<file path="config.mk">
export PLATFORM = sky130hd
export DESIGN_NAME = fifo_write_arbiter
export DESIGN_NICKNAME = d
export VERILOG_FILES = /design/src/rtl/fifo_write_arbiter.sv
export SDC_FILE = /design/constraint.sdc
export NUM_CORES = 1
export LEC_CHECK = 0
export ABC_AREA = 1
export CAP_MARGIN = 20
export CORE_MARGIN = 1
export CORE_UTILIZATION = 36
export DETAILED_ROUTE_END_ITERATION = 10
export GPL_ROUTABILITY_DRIVEN = 0
export GPL_TIMING_DRIVEN = 0
export PLACE_DENSITY_LB_ADDON = 0.25
export SKIP_LAST_GASP = 1
export SLEW_MARGIN = 20
export SYNTH_ARGS = -nofsm -noshare
export SYNTH_HDL_FRONTEND = slang
export SYNTH_SLANG_ARGS = --single-unit
</file>
<file path="constraint.sdc">
create_clock -name wr_clk -period 1.3 [get_ports wr_clk]
set_input_delay 0.13 -clock wr_clk [delete_from_list [all_inputs] [get_ports wr_clk]]
set_output_delay 0.13 -clock wr_clk [all_outputs]
set_load 0.02 [all_outputs]
</file>
<file path="src/rtl/fifo_write_arbiter.sv">
// Round-robin burst arbiter that multiplexes NUM_REQ requesters onto one FIFO write port.
// Define FIFO_ARB_STATS_EN to add the saturating stall_cnt output.
module fifo_write_arbiter #(
  parameter int DATA_WIDTH = 8,
  parameter int NUM_REQ    = 4,
  parameter int MAX_BURST  = 8
) (
  input  logic                          wr_clk,
  input  logic                          wr_rst,
  input  logic [NUM_REQ-1:0]            req,
  input  logic [NUM_REQ-1:0]            req_last,
  input  logic [NUM_REQ*DATA_WIDTH-1:0] req_data,
  output logic [NUM_REQ-1:0]            req_ack,
  output logic [NUM_REQ-1:0]            grant,
  input  logic                          fifo_full,
  output logic                          fifo_wr_en,
  output logic [DATA_WIDTH-1:0]         fifo_wr_data,
  output logic                          busy
`ifdef FIFO_ARB_STATS_EN
  ,
  output logic [15:0]                   stall_cnt
`endif
);

  localparam int IDX_W = $clog2(NUM_REQ);
  localparam int CNT_W = $clog2(MAX_BURST) + 1;
  localparam logic [CNT_W-1:0] LAST_BEAT = CNT_W'(MAX_BURST - 1);

  typedef enum logic {IDLE = 1'b0, BURST = 1'b1} state_t;

  state_t                state, state_nxt;
  logic [NUM_REQ-1:0]    grant_nxt;
  logic [IDX_W-1:0]      owner, owner_nxt;
  logic [IDX_W-1:0]      last_owner, last_owner_nxt;
  logic [IDX_W-1:0]      pick;
  logic [CNT_W-1:0]      beat_cnt, beat_cnt_nxt;
  logic                  accept, abandon, burst_end;
  logic [DATA_WIDTH-1:0] slice [NUM_REQ];

  for (genvar i = 0; i < NUM_REQ; i++) begin : g_slice
    assign slice[i] = req_data[i*DATA_WIDTH +: DATA_WIDTH];
  end

  // First requester with req high, searching upward from the one after prev.
  function automatic logic [IDX_W-1:0] rr_pick(input logic [NUM_REQ-1:0] r,
                                               input logic [IDX_W-1:0]   prev);
    logic [IDX_W-1:0] sel;
    logic [IDX_W-1:0] cand;
    logic             found;
    sel   = prev;
    found = 1'b0;
    for (int k = 1; k <= NUM_REQ; k++) begin
      cand = IDX_W'((int'(prev) + k) % NUM_REQ);
      if (!found && r[cand]) begin
        sel   = cand;
        found = 1'b1;
      end
    end
    return sel;
  endfunction

  assign pick = rr_pick(req, last_owner);

  always_comb begin
    accept         = 1'b0;
    abandon        = 1'b0;
    burst_end      = 1'b0;
    req_ack        = '0;
    fifo_wr_en     = 1'b0;
    fifo_wr_data   = '0;
    busy           = 1'b0;
    state_nxt      = state;
    grant_nxt      = grant;
    owner_nxt      = owner;
    last_owner_nxt = last_owner;
    beat_cnt_nxt   = beat_cnt;
    case (state)
      IDLE: begin
        if (|req) begin
          state_nxt    = BURST;
          grant_nxt    = NUM_REQ'(1) << pick;
          owner_nxt    = pick;
          beat_cnt_nxt = '0;
        end
      end
      BURST: begin
        // A reset edge is coming: present nothing so a truncated packet gets no extra beat.
        busy          = ~wr_rst;
        fifo_wr_data  = slice[owner];
        accept        = req[owner] & ~fifo_full & ~wr_rst;
        abandon       = ~req[owner] & ~fifo_full;
        burst_end     = abandon | (accept & (req_last[owner] | (beat_cnt == LAST_BEAT)));
        fifo_wr_en    = accept;
        req_ack[owner] = accept;
        if (accept) beat_cnt_nxt = beat_cnt + CNT_W'(1);
        if (burst_end) begin
          state_nxt      = IDLE;
          grant_nxt      = '0;
          last_owner_nxt = owner;
        end
      end
    endcase
  end

  always_ff @(posedge wr_clk) begin
    if (wr_rst) begin
      state      <= IDLE;
      grant      <= '0;
      owner      <= '0;
      beat_cnt   <= '0;
      last_owner <= IDX_W'(NUM_REQ - 1);
    end else begin
      state      <= state_nxt;
      grant      <= grant_nxt;
      owner      <= owner_nxt;
      beat_cnt   <= beat_cnt_nxt;
      last_owner <= last_owner_nxt;
    end
  end

`ifdef FIFO_ARB_STATS_EN
  always_ff @(posedge wr_clk) begin
    if (wr_rst) begin
      stall_cnt <= '0;
    end else if ((state == BURST) && req[owner] && fifo_full && (stall_cnt != 16'hFFFF)) begin
      stall_cnt <= stall_cnt + 16'd1;
    end
  end
`endif

endmodule

</file>
# Word-level counts from Yosys, hierarchy flattened
# Cells that the tools add are included.
totals:
  out_inout_bits: 18
  ff_bits: 13
  input_bits: 43
  elab_cells: 83
op_classes:
  muxes: 37
  n_lt_le_gt_ge: 7
  reduce_logical: 12
  shifts: 1
  n_eq_ne: 4
  n_bitwise: 12
  n_addsub: 5
op_table:
  columns: ["op", "count"]
  rows:
  - ["two-way mux 8 bit", 3]
  - ["two-way mux 4 bit", 5]
  - ["binary-select mux 8 bit (select 2 bit)", 1]
  - ["case mux 4 bit (2 select lines)", 2]
  - ["< comparator 2 x 3 -> 1 bit, second input constant", 5]
  - ["two-way mux 1 bit", 14]
  - ["binary-select mux 1 bit (select 2 bit)", 6]
  - ["two-way mux 2 bit", 4]
  - ["AND reduction 2 bit", 4]
  - ["adder 2 x 1 -> 2 bit, second input constant", 2]
  - ["adder 2 bit, second input constant", 2]
  - ["adder 4 x 1 -> 4 bit, second input constant", 1]
  - ["AND 1 bit", 4]
  - ["AND 4 bit", 1]
  - ["equality test 4 x 3 -> 1 bit, second input constant", 1]
  - ["logical AND 1 bit", 4]
  - ["inequality test 2 x 1 -> 1 bit, second input constant", 2]
  - ["inverter 1 bit", 4]
  - ["OR reduction 4 bit", 1]
  - ["left shift 1 x 2 -> 4 bit, first input constant", 1]
  - ["greater-or-equal comparator 3 bit, second input constant", 1]
  - ["logical NOT 1 bit", 3]
  - ["inverter 2 -> 3 bit", 1]
  - ["demux 1 bit (select 2 bit)", 1]
  - ["4 further kinds", 5]

# Depth between registers and ports, before layout
depth:
  word_depth: 16
  depth_mapped: 13
  ltp_nobuf: 12

# Worst setup path before layout
# OpenSTA, ideal clock, no wires.
synth_timing:
  kind: "register to output"
  startpoint: "register owner[1]"
  endpoint: "output port req_ack[1]"
  arrival_ps: 1430
  n_path_buf: 0
  stages_incl_launch_ff: 7
  path_slack_ps: -260
  required_time_ps: 1170
  path_cell_list: "dfxtp_1 inv_2 nor2_4 nand2_2 nand3_2 nand2_4 nor3_1"
synth_between:
  elab_chain_cells: 6
  word_cells_on_any_way: 11
synth_lines:
  columns: ["element", "line", "rtl"]
  rows:
  - ["start: declaration", "33", "logic [IDX_W-1:0] owner, owner_nxt;"]
  - ["start signal: assignment", "115", "owner <= owner_nxt;"]
  - ["< comparator 2 x 3 -> 1 bit (implied by the code) (tied with other cells)", "94", "req_ack[owner] = accept;"]
  - ["logical AND 1 bit (implied by the code) or two-way mux 1 bit (tied branches)", "94, 90", null]
  - ["two-way mux 1 bit (implied by the code) or AND 1 bit (tied branches)", "94, 90", null]
  - ["demux 1 bit (select 2 bit) or AND 1 bit (tied branches)", "94, 90", null]
  - ["AND 4 bit (no line) (*)", null, null]
  - ["two-way mux 4 bit (*)", "77", "case (state)"]
  - ["end: declaration", "13", "output logic [NUM_REQ-1:0] req_ack,"]
# Every way passes the cells marked *; elsewhere a longest branch is shown, timed or not. The select of a mux whose other input is x is not followed.

# Worst setup path after layout
layout_timing:
  startpoint: "register state"
  endpoint: "output port req_ack[0]"
layout_between:
  elab_chain_cells: 1
layout_lines:
  columns: ["element", "line", "rtl"]
  rows:
  - ["start: declaration", "31", "state_t state, state_nxt;"]
  - ["start signal: assignment", "113", "state <= state_nxt;"]
  - ["two-way mux 4 bit", "77", null]
# No other way between the ends.

==> metrics.md <==
| Metric | Value |
|---|---|
| WP data arrival | 1570 ps |
| Layout cell share with drive strength beyond 1 | between 40 and 50% |
| # DRC | 0 |
| Clock tree sinks | 13 |
| Endpoint type of the worst setup path | output pin |
| Cell accounting for the most synthesized area | dfxtp_1 |
| Peak VDD IR | roughly 0.8 mV |
| Final period utilization | 130% |
| Antenna diode count | 0 |
| Place WS | -760 ps |
| Worst path slowest cell | dfxtp_1 |
| Routed wire per std cell | between 10 and 15 um |
| Total track usage | between 20% and 30% |
| RSZ-0062 raised after global routing | true |
| Hold Crit Class | in -> reg |
| Failing checks | negative setup slack |
| Slew @ Worst Pin | about 570 ps |
| Grt total ovfl | 0 |
| CTS tree | built |
| Non-filler cells, final | between 300 and 400 |
| WL final | roughly 4.4 mm |
| Number of synthesized register bits | 13 |
| DP Cell Count | between 200 and 300 |
| Die H | between 50 and 60 um |
| Clock buffer depth | 2 |
| Clk_skew | between 3 and 4 ps |
| Core footprint | about 0.0031 sq mm |
| Power Density | approximately 1200 mW/mm^2 |
| Leak | 1.03 nW |
| Clock transition at path regs | ~80 ps |
| Final hold violations | 0 |
| Top post-synthesis cells by area | dfxtp_1 22%, nand2_1 14%, a22oi_1 10% |
| Minimum clock period | 1700 ps |
| DRT iter0 DRCs | 48 |
| Achievable Freq | approximately 590 MHz |
| Synth warn | 0 |
| Die area | approximately 0.0036 sq mm |
| Pin count of the biggest net entering global routing | 11 |
| Crit-path max FO | 6 |
| Htree depth | 1 |
| Die Width | ~60 um |
| Final net count | roughly 320 |
| Max stage delay on crit path | 360 ps |
| Skew-Pair Late Insertion Delay | approximately 270 ps |
| Setup-failing EPs final | 26 |
| Port bufs | between 50 and 60 |
| CP Class | reg -> out |
| Worst path cell trace | inv_1 > nor3_2 > nand2_4 > buf_4 > nor2_4 > buf_6 |
| Register area share after synthesis | ~22% |
| Vias in the first global route | around 1,500 |
| Count of pins over their slew limit | 0 |
| Final ANT Viol Nets | 0 |
| Vias/cell | 5.13 |
| Rows | 20 |
| Layout area overhead | 89.0% |
| Drt pass-1 iters | 4 |
| Via count | 1,617 |
| Initial Util | about two fifths |
| Synthesized cell area | roughly 0.0012 sq mm |
| CTS root buf | clkbuf_4 |
| Num CTS Buffers | 3 |
| CP Buf/Inv Count | 3 |
| Mapped Nets | 224 |
| Status | finished with violations |
| Initial antenna violation count | 0 |
| Count of unique library cells instantiated by Yosys | 33 |
| Cell family with most CP delay | simple AND/OR/NAND/NOR gates |
| Slew margin rel. | around 62% |
| Syn Inst Count | between 150 and 200 |
| WP data required | between 1000 and 1500 ps |
| First-pass GRT wire length | 6.51 mm |
| Hold-fix buffers, CTS | 0 |
| # Max-Cap Violations | 0 |
| Syn Area/Cell | about 6.7 sq um |
| I/O pins | 61 |
| Most frequent cells in the layout | 41 x clkdlybuf4s50_1, 39 x nand2_1, 31 x buf_4 |
| Most common cell after layout, fill and taps aside | clkdlybuf4s50_1 |
| Yosys top cell area share | 21.6% |
| Filler cell count | roughly 240 |
| Startpoint Class | flip-flop |
| Detailed Place HPWL | about 2.9 mm |
| Setup ws final | -396 ps |
-- worst paths after layout --
check,startpoint,end,slack (ps),cells after the start
max reg2reg,state,beat_cnt[3],-380,10
min,wr_rst,grant[2],320,2
max,state,req_ack[0],-400,6
min reg2reg,beat_cnt[0],beat_cnt[0],490,1
-- state kept, by name, indices dropped and copies added (netlist names) --
| name | flops |
|---|---|
| beat_cnt | 4 |
| grant | 4 |
| last_owner | 2 |
| owner | 2 |
| state | 1 |
-- metrics by stage --
step | total power [mW] | hold WS (ps) | TNS [ps] | utilization, % | cell area (sq um)
after floorplan | 1.51 | 388 | -129 | - | 1260
after global routing | 2.84 | 351 | -9110 | 73.4 | 2280
after global placement | 1.96 | 470 | -11130 | 61.4 | 1910
after CTS | 2.52 | 326 | -5950 | 69.7 | 2160
final | 2.66 | 319 | -6940 | 73.4 | 2280
after detailed placement | 1.98 | 476 | -11430 | 61.4 | 1910
-- report_power, final --
part / internal (mW) / leakage, nW / switching [mW]
Combinational: 0.846 / 0.904 / 1.02
Sequential: 0.469 / 0.107 / 0.0827
Clock: 0.119 / 0.0150 / 0.126
-- cell usage after synthesis --
master / number
dfxtp_1: 13
nor2_4: 2
o211ai_1: 1
o21ai_4: 1
nand3_1: 11
nand3_4: 1
o21ai_0: 3
a21oi_1: 16
nand4_1: 4
o21ai_2: 1
nand2_2: 13
inv_8: 1
o22ai_1: 1
inv_1: 8
buf_2: 1
nand4_2: 1
clkinv_2: 1
inv_4: 1
inv_2: 5
nor2_2: 2
nand2_1: 45
ha_1: 1
nor3_2: 1
nor3_1: 3
o21ai_1: 4
a22oi_1: 16
and3_1: 1
a21oi_2: 3
nand2_4: 5
nor2_1: 9
nand3_2: 2
buf_6: 1
clkbuf_1: 2
-- worst register-to-register path, stage by stage, from the launching register on --
cell     delay (ps)
dfxtp_1         360
inv_1           100
nor3_2          320
nand2_4         160
buf_4           170
buf_6           110
buf_6           120
nand2_4          70
nand3_2          70
nand3_2          60
nor2_1           50
-- final cells by class --
type                       count  area (sq um)  share of cell area, %
sequential                    13           270                   11.9
clock buffer                   4          26.3                   1.15
multi-input combinational    147           983                   43.2
buffer                         4          41.3                   1.81
tap                           44          55.1                   2.42
inverter                      16          87.6                   3.85
timing repair buffer          87           813                   35.7
-- timing repair --
item / CTS / global route
setup buffers: 20 / 8
cloned: 1 / 0
hold endpoints to repair: 0 / 0
resized for setup: 100 / 19
endpoints found under the setup margin: 31 / 27
pin swaps: 6 / 5
-- per-layer routing --
layer	global-route usage [%]	wire, um
met3	4.11	362
met2	43.0	2190
met1	27.8	1800
met5	0	0
met4	5.98	42
-- cell families after synthesis --
group	count (synthesis)	synth area share, %
and+or+nand+nor	100	44.5
AOI/OAI and AO/OA	46	24.9
buffers and inverters	20	7.89
DFF	13	21.6
adders and majority gates	1	1.04
No activity file was read; power rests on OpenSTA's default activity.
